===== src/rtl/fft_bridge_pkg.sv =====
// rtl/fft_bridge_pkg.sv - shared state type and address helper for the FFT stream bridge
package fft_bridge_pkg;

    typedef enum logic [1:0] {
        ST_IDLE,
        ST_LOAD,
        ST_WAIT_CALC,
        ST_UNLOAD
    } bridge_state_t;

    localparam int unsigned BR_MAX_W = 16;

    // Reverses the low addr_w bits of idx; the caller truncates to its own width.
    function automatic logic [BR_MAX_W-1:0] bit_reverse(input logic [BR_MAX_W-1:0] idx,
                                                        input int unsigned addr_w);
        logic [BR_MAX_W-1:0] rev;
        rev = {<<{idx}};
        return rev >> (BR_MAX_W - addr_w);
    endfunction

endpackage


===== src/rtl/fft_bridge_skid.sv =====
// rtl/fft_bridge_skid.sv - two-entry output buffer between the RAM read port and the output stream
module fft_bridge_skid #(
    parameter int WIDTH = 33
) (
    input  logic             i_clk,
    input  logic             i_rstn,
    input  logic [WIDTH-1:0] i_tdata,
    input  logic             i_tvalid,
    output logic [WIDTH-1:0] o_tdata,
    output logic             o_tvalid,
    input  logic             i_tready,
    output logic [1:0]       o_count
);

    logic [WIDTH-1:0] head;
    logic [WIDTH-1:0] tail;
    logic [1:0]       count;
    logic             pop;

    assign pop = o_tvalid & i_tready;

    // The writer never pushes into a full buffer: reads are credit-limited upstream.
    always_ff @(posedge i_clk or negedge i_rstn) begin
        if (!i_rstn) begin
            head  <= '0;
            tail  <= '0;
            count <= '0;
        end else begin
            case ({i_tvalid, pop})
                2'b10: begin
                    if (count == 2'd0) head <= i_tdata;
                    else               tail <= i_tdata;
                    count <= count + 2'd1;
                end
                2'b01: begin
                    head  <= tail;
                    count <= count - 2'd1;
                end
                2'b11: begin
                    if (count == 2'd1) begin
                        head <= i_tdata;
                    end else begin
                        head <= tail;
                        tail <= i_tdata;
                    end
                end
                default: ;
            endcase
        end
    end

    assign o_tdata  = head;
    assign o_tvalid = (count != 2'd0);
    assign o_count  = count;

endmodule


===== src/rtl/fft_stream_bridge.sv =====
// rtl/fft_stream_bridge.sv - streams a frame into sample RAM, waits for the FFT, streams it back out
module fft_stream_bridge
    import fft_bridge_pkg::*;
#(
    parameter int DATA_W = 32,
    parameter int ADDR_W = 12
) (
    input  logic              i_clk,
    input  logic              i_rstn,
    input  logic [ADDR_W:0]   i_samples_number,
    input  logic              i_bitrev_en,
    input  logic [DATA_W-1:0] i_s_tdata,
    input  logic              i_s_tvalid,
    input  logic              i_s_tlast,
    output logic              o_s_tready,
    output logic [DATA_W-1:0] o_m_tdata,
    output logic              o_m_tvalid,
    output logic              o_m_tlast,
    input  logic              i_m_tready,
    output logic [ADDR_W-1:0] o_ram_addr,
    output logic [DATA_W-1:0] o_ram_wdata,
    output logic              o_ram_we,
    output logic              o_ram_re,
    input  logic [DATA_W-1:0] i_ram_rdata,
    output logic              o_data_loaded,
    input  logic              i_calc_end,
    output logic              o_busy,
    output logic              o_err_len
);

    bridge_state_t     state;
    logic [ADDR_W-1:0] idx, n_last, rd_idx, cur_last, waddr;
    logic              bitrev, cur_bitrev, s_tready, err_len;
    logic              rd_done, inflight, inflight_last;
    logic              accept, at_last, frame_end, frame_err, ram_re, pop;
    logic [1:0]        skid_count;
    logic [2:0]        credit;
    logic [DATA_W:0]   skid_out;
    logic              m_tvalid;

    // In IDLE the first beat must already see the frame settings being latched.
    always_comb begin
        cur_last   = n_last;
        cur_bitrev = bitrev;
        if (state == ST_IDLE) begin
            cur_last   = i_samples_number[ADDR_W] ? '1 : i_samples_number[ADDR_W-1:0] - ADDR_W'(1);
            cur_bitrev = i_bitrev_en;
        end
    end

    assign accept    = s_tready & i_s_tvalid;
    assign at_last   = (idx == cur_last);
    assign frame_end = accept & (at_last | i_s_tlast);
    assign frame_err = accept & (at_last != i_s_tlast);
    assign waddr     = cur_bitrev ? ADDR_W'(bit_reverse(BR_MAX_W'(idx), ADDR_W)) : idx;

    // A beat leaving this cycle frees its slot, which keeps reads back-to-back.
    assign pop    = m_tvalid & i_m_tready;
    assign credit = 3'(skid_count) + 3'(inflight) - 3'(pop);
    assign ram_re = (state == ST_UNLOAD) & ~rd_done & (credit < 3'd2);

    always_ff @(posedge i_clk or negedge i_rstn) begin
        if (!i_rstn) begin
            state         <= ST_IDLE;
            idx           <= '0;
            n_last        <= '0;
            bitrev        <= 1'b0;
            s_tready      <= 1'b0;
            err_len       <= 1'b0;
            rd_idx        <= '0;
            rd_done       <= 1'b0;
            inflight      <= 1'b0;
            inflight_last <= 1'b0;
        end else begin
            inflight <= ram_re;
            if (ram_re) inflight_last <= (rd_idx == n_last);
            case (state)
                ST_IDLE: begin
                    s_tready <= 1'b1;
                    idx      <= '0;
                    if (accept) begin
                        n_last  <= cur_last;
                        bitrev  <= i_bitrev_en;
                        err_len <= frame_err;
                        if (frame_end) begin
                            state    <= ST_WAIT_CALC;
                            s_tready <= 1'b0;
                        end else begin
                            idx   <= ADDR_W'(1);
                            state <= ST_LOAD;
                        end
                    end
                end
                ST_LOAD: begin
                    if (accept) begin
                        if (frame_err) err_len <= 1'b1;
                        if (frame_end) begin
                            state    <= ST_WAIT_CALC;
                            s_tready <= 1'b0;
                            idx      <= '0;
                        end else begin
                            idx <= idx + ADDR_W'(1);
                        end
                    end
                end
                ST_WAIT_CALC: begin
                    if (i_calc_end) begin
                        state   <= ST_UNLOAD;
                        rd_idx  <= '0;
                        rd_done <= 1'b0;
                    end
                end
                ST_UNLOAD: begin
                    if (ram_re) begin
                        if (rd_idx == n_last) rd_done <= 1'b1;
                        else                  rd_idx  <= rd_idx + ADDR_W'(1);
                    end
                    if (pop && o_m_tlast) begin
                        state    <= ST_IDLE;
                        s_tready <= 1'b1;
                    end
                end
                default: state <= ST_IDLE;
            endcase
        end
    end

    fft_bridge_skid #(
        .WIDTH (DATA_W + 1)
    ) u_skid (
        .i_clk    (i_clk),
        .i_rstn   (i_rstn),
        .i_tdata  ({inflight_last, i_ram_rdata}),
        .i_tvalid (inflight),
        .o_tdata  (skid_out),
        .o_tvalid (m_tvalid),
        .i_tready (i_m_tready),
        .o_count  (skid_count)
    );

    assign o_s_tready    = s_tready;
    assign o_m_tdata     = skid_out[DATA_W-1:0];
    assign o_m_tvalid    = m_tvalid;
    assign o_m_tlast     = skid_out[DATA_W] & m_tvalid;
    assign o_ram_we      = accept;
    assign o_ram_wdata   = accept ? i_s_tdata : '0;
    assign o_ram_re      = ram_re;
    assign o_ram_addr    = accept ? waddr : (ram_re ? rd_idx : '0);
    assign o_data_loaded = frame_end;
    assign o_busy        = (state != ST_IDLE);
    assign o_err_len     = err_len;

endmodule


===== config.mk =====
export PLATFORM = sky130hd
export DESIGN_NAME = fft_stream_bridge
export DESIGN_NICKNAME = d
export VERILOG_FILES = /design/src/rtl/fft_bridge_pkg.sv /design/src/rtl/fft_bridge_skid.sv /design/src/rtl/fft_stream_bridge.sv
export SDC_FILE = /design/constraint.sdc
export NUM_CORES = 1
export LEC_CHECK = 0
export CORE_ASPECT_RATIO = 0.9
export CORE_MARGIN = 4
export CORE_UTILIZATION = 45
export DETAILED_ROUTE_END_ITERATION = 7
export PLACE_DENSITY = 0.84
export SYNTH_ARGS = -nofsm -noshare
export SYNTH_HDL_FRONTEND = slang
export SYNTH_SLANG_ARGS = --single-unit

===== constraint.sdc =====
create_clock -name i_clk -period 4.8 [get_ports i_clk]
set_clock_uncertainty 0.2 [all_clocks]
set_input_delay 0.48 -clock i_clk [delete_from_list [all_inputs] [get_ports i_clk]]
set_output_delay 0.48 -clock i_clk [all_outputs]
set_load 0.02 [all_outputs]

==> impl_metrics.ini <==
[global_route]
grt_usage_pct = 21.3
grt_start_max_net_pins = 83
grt_pass1_wl_mm = 28.7
first_global_vias = 5645
antenna_found_initial = 0
grt_overflow = 0

[job]
cap_violations = 0

[sta]
tightest_slew_ns = 1.18
drv_slew = 0
rsz0062_at_grt = no
min_period_over_period_pct = 96.0
min_period_ns = 4.61
hold_viol_final = 0
max_freq_mhz = 217
setup_viol = 0
max_slew_margin_pct = 21.1

[detailed_routing]
dr.pass1.iters = 5
ant_nets = 0
wl_per_cell_um = 17.4
drcViolationCount = 0
via_per_inst = 5.60
routed_wl_mm = 18.5
first_iter_violations = 514
num_vias = 5944

[logic_synthesis]
synth_commonest_cells = 112 x dfrtp_1, 79 x nand2_1, 71 x o21ai_0
synthArstFlopShare_pct = 100
yosys-top-cells-area = dfrtp_1 42%, mux2_2 5.9%, o21ai_0 5.3%, nand2_1 4.4%, a22oi_1 3.8%
synth_top_area_share_pct = 41.6
synth-edff-count = 0
ys_ff_latch = 112
seq_area_frac_synth_pct = 41.6
synth.most_common_cell = dfrtp_1
yosysTopAreaCell = dfrtp_1
syn_area_um2 = 6740
syn_nets = 841
yosysWarningCount = 0
synthFlopType = dfrtp_1
syn_inst = 742
synth.avg_cell_area_um2 = 9.08
ys_types = 54

[clock_network]
cts_buffers = 9
cts_max_path_buffers = 2
cts_tree = done
htree_levels = 3
ctsHoldBuffers = 0
clock-root-buffer = clkbuf_16
cts.reportedPaths.clkPinSlew_ns = 0.09
cts.sinks = 112
insertion_delay_ns = 0.36

[place]
port_buffers = 167
place_hpwl_mm = 13.3
place_congestion = 0.936

[setup_path]
setup.worst_path.class = in -> out
worst-path-max-fanout = 4
cp_slowest_cell = or4b_2
endpoint_kind = primary output
crit_chain = clkdlybuf4s50_1, inv_1, ha_1, or4b_2, or3_1, a31oi_1, xnor2_1, o2111ai_1, or4_1, ha_1, nor2_1, dlygate4sd2_1
cp.arrival_ns = 3.93
start_kind = input pin
crit_top_cell = ha_1
worstPathRequired_ns = 4.12
worst_path_largest_cell_delay_ns = 0.61

[die]
die_h_um = 124
start_util_pct = 45.8
placementRows = 42
coreArea_um2 = 14700
die_w_um = 137
io_pins = 168
die_area_um2 = 17000

[power]
pwr_density_cell_nw_per_um2 = 525
p_switching_mw = 1.90
p_clk_share_pct = 17.2
power.total_mw = 4.58
combPwrFrac_pct = 48.1
swShare_pct = 41.5
vdd_drop_max_uv = 278
p_int_mw = 2.68
pwr-share-seq_pct = 34.7
p_leak_nw = 3.74

[cells_and_area]
fin_nets = 956
post-route-util_pct = 59.2
synthToLayoutAreaGrowth_pct = 29.4
drive_gt1_share_pct = 9.28

[min_path]
hp-class = in -> async

[status]
outcome = finished, final reports clean
-- worst paths after layout --
check / startpoint / to / slack [ns] / cells past startpoint
setup / recovery: i_samples_number[0] / o_data_loaded / 0.19 / 12
hold / removal: i_rstn / u_skid.o_tdata[7] / 0.06 / 1
setup reg to reg: u_skid.o_count[1] / rd_idx[11] / 0.49 / 13
hold reg to reg: u_skid.o_tdata[16] / u_skid.o_tdata[16] / 0.28 / 2
max in group asynchronous: i_rstn / state[1] / 3.26 / 2
min in group i_clk: u_skid.o_tdata[16] / u_skid.o_tdata[16] / 0.28 / 2
-- kinds of logic after synthesis --
family	share of synthesized area (%)
mux	9.12
flops	41.6
compound gates	16.0
simple gates	17.4
buf+inv	7.84
xor+xnor	5.07
fa+ha+maj	2.90
-- cell type report --
| class | count | area [µm²] |
|---|---|---|
| Inverter | 24 | 90.1 |
| Fill cell | 1234 | 6000 |
| Clock buffer | 9 | 225 |
| Multi-Input combinational cell | 523 | 3430 |
| Clock inverter | 7 | 98.8 |
| Timing Repair Buffer | 187 | 1820 |
| Sequential cell | 112 | 2800 |
| Tap cell | 198 | 248 |
| Antenna cell | 1 | 2.50 |
-- repair_timing --
| item | 4_1_cts | 5_1_grt |
|---|---|---|
| resized for setup | 1 | 0 |
| endpoints found under the setup margin | 1 | 0 |
| buffers inserted | 0 | 0 |
-- registers in the layout, summed over array words and instances (netlist names) --
name            count
n_last             12
rd_idx             12
state               2
o_s_tready          1
idx                12
rd_done             1
inflight            1
u_skid.tail        33
u_skid.o_count      2
bitrev              1
inflight_last       1
u_skid.o_tdata     33
o_err_len           1
-- critical path: cells and delay by family --
family / cells / cell delay [ns]
fa+ha+maj: 2 / 0.38
xor+xnor: 1 / 0.14
buf+inv: 3 / 0.90
compound gates: 2 / 0.33
simple gates: 4 / 1.69
-- per-layer routing --
metal / track usage, % / vias up / wire length, µm
met4: 6.80 / 0 / 463
met2: 35.3 / 273 / 8590
li1: - / 2813 / -
met5: 0 / - / 0
met1: 27.2 / 2821 / 7730
met3: 5.98 / 37 / 1680
-- cell usage in the layout (no fill, tap or decap), drive strengths merged, types with 9 or more instances in the layout --
master / count
a21oi: 32
a22oi: 34
and3: 40
buf: 21
clkbuf: 9
clkdlybuf4s50: 165
dfrtp: 112
ha: 14
inv: 26
mux2: 35
mux2i: 22
nand2: 79
nand3: 12
nor2: 39
nor2b: 14
nor3: 9
o21ai: 71
o22ai: 12
or3: 12
xnor2: 17
xor2: 22
-- metrics by stage --
| step | cells | TNS [ns] | hold WS, ns | area [µm²] | setup WS (ns) |
|---|---|---|---|---|---|
| after global placement | 1044 | -0.0431 | 0.261 | 8390 | -0.0431 |
| after global routing | 1060 | 0 | 0.159 | 8710 | 0.0401 |
| final | 1061 | 0 | 0.0570 | 8720 | 0.194 |
| after floorplan | 742 | 0 | -0.0156 | 6740 | 0.451 |
| after CTS | 1060 | 0 | 0.112 | 8710 | 0.186 |
| after detailed placement | 1044 | -0.0967 | 0.267 | 8390 | -0.0967 |
-- power by group through the flow --
stage               Combinational [mW]  Clock (mW)  Sequential (mW)
floorplan                         1.59           0             1.51
global placement                  2.13           0             1.58
detailed placement                2.19           0             1.60
CTS                               2.20       0.804             1.58
global route                      2.41       0.839             1.63
finish                            2.20       0.789             1.59
Note: power is estimated with default switching activity, not from simulation.
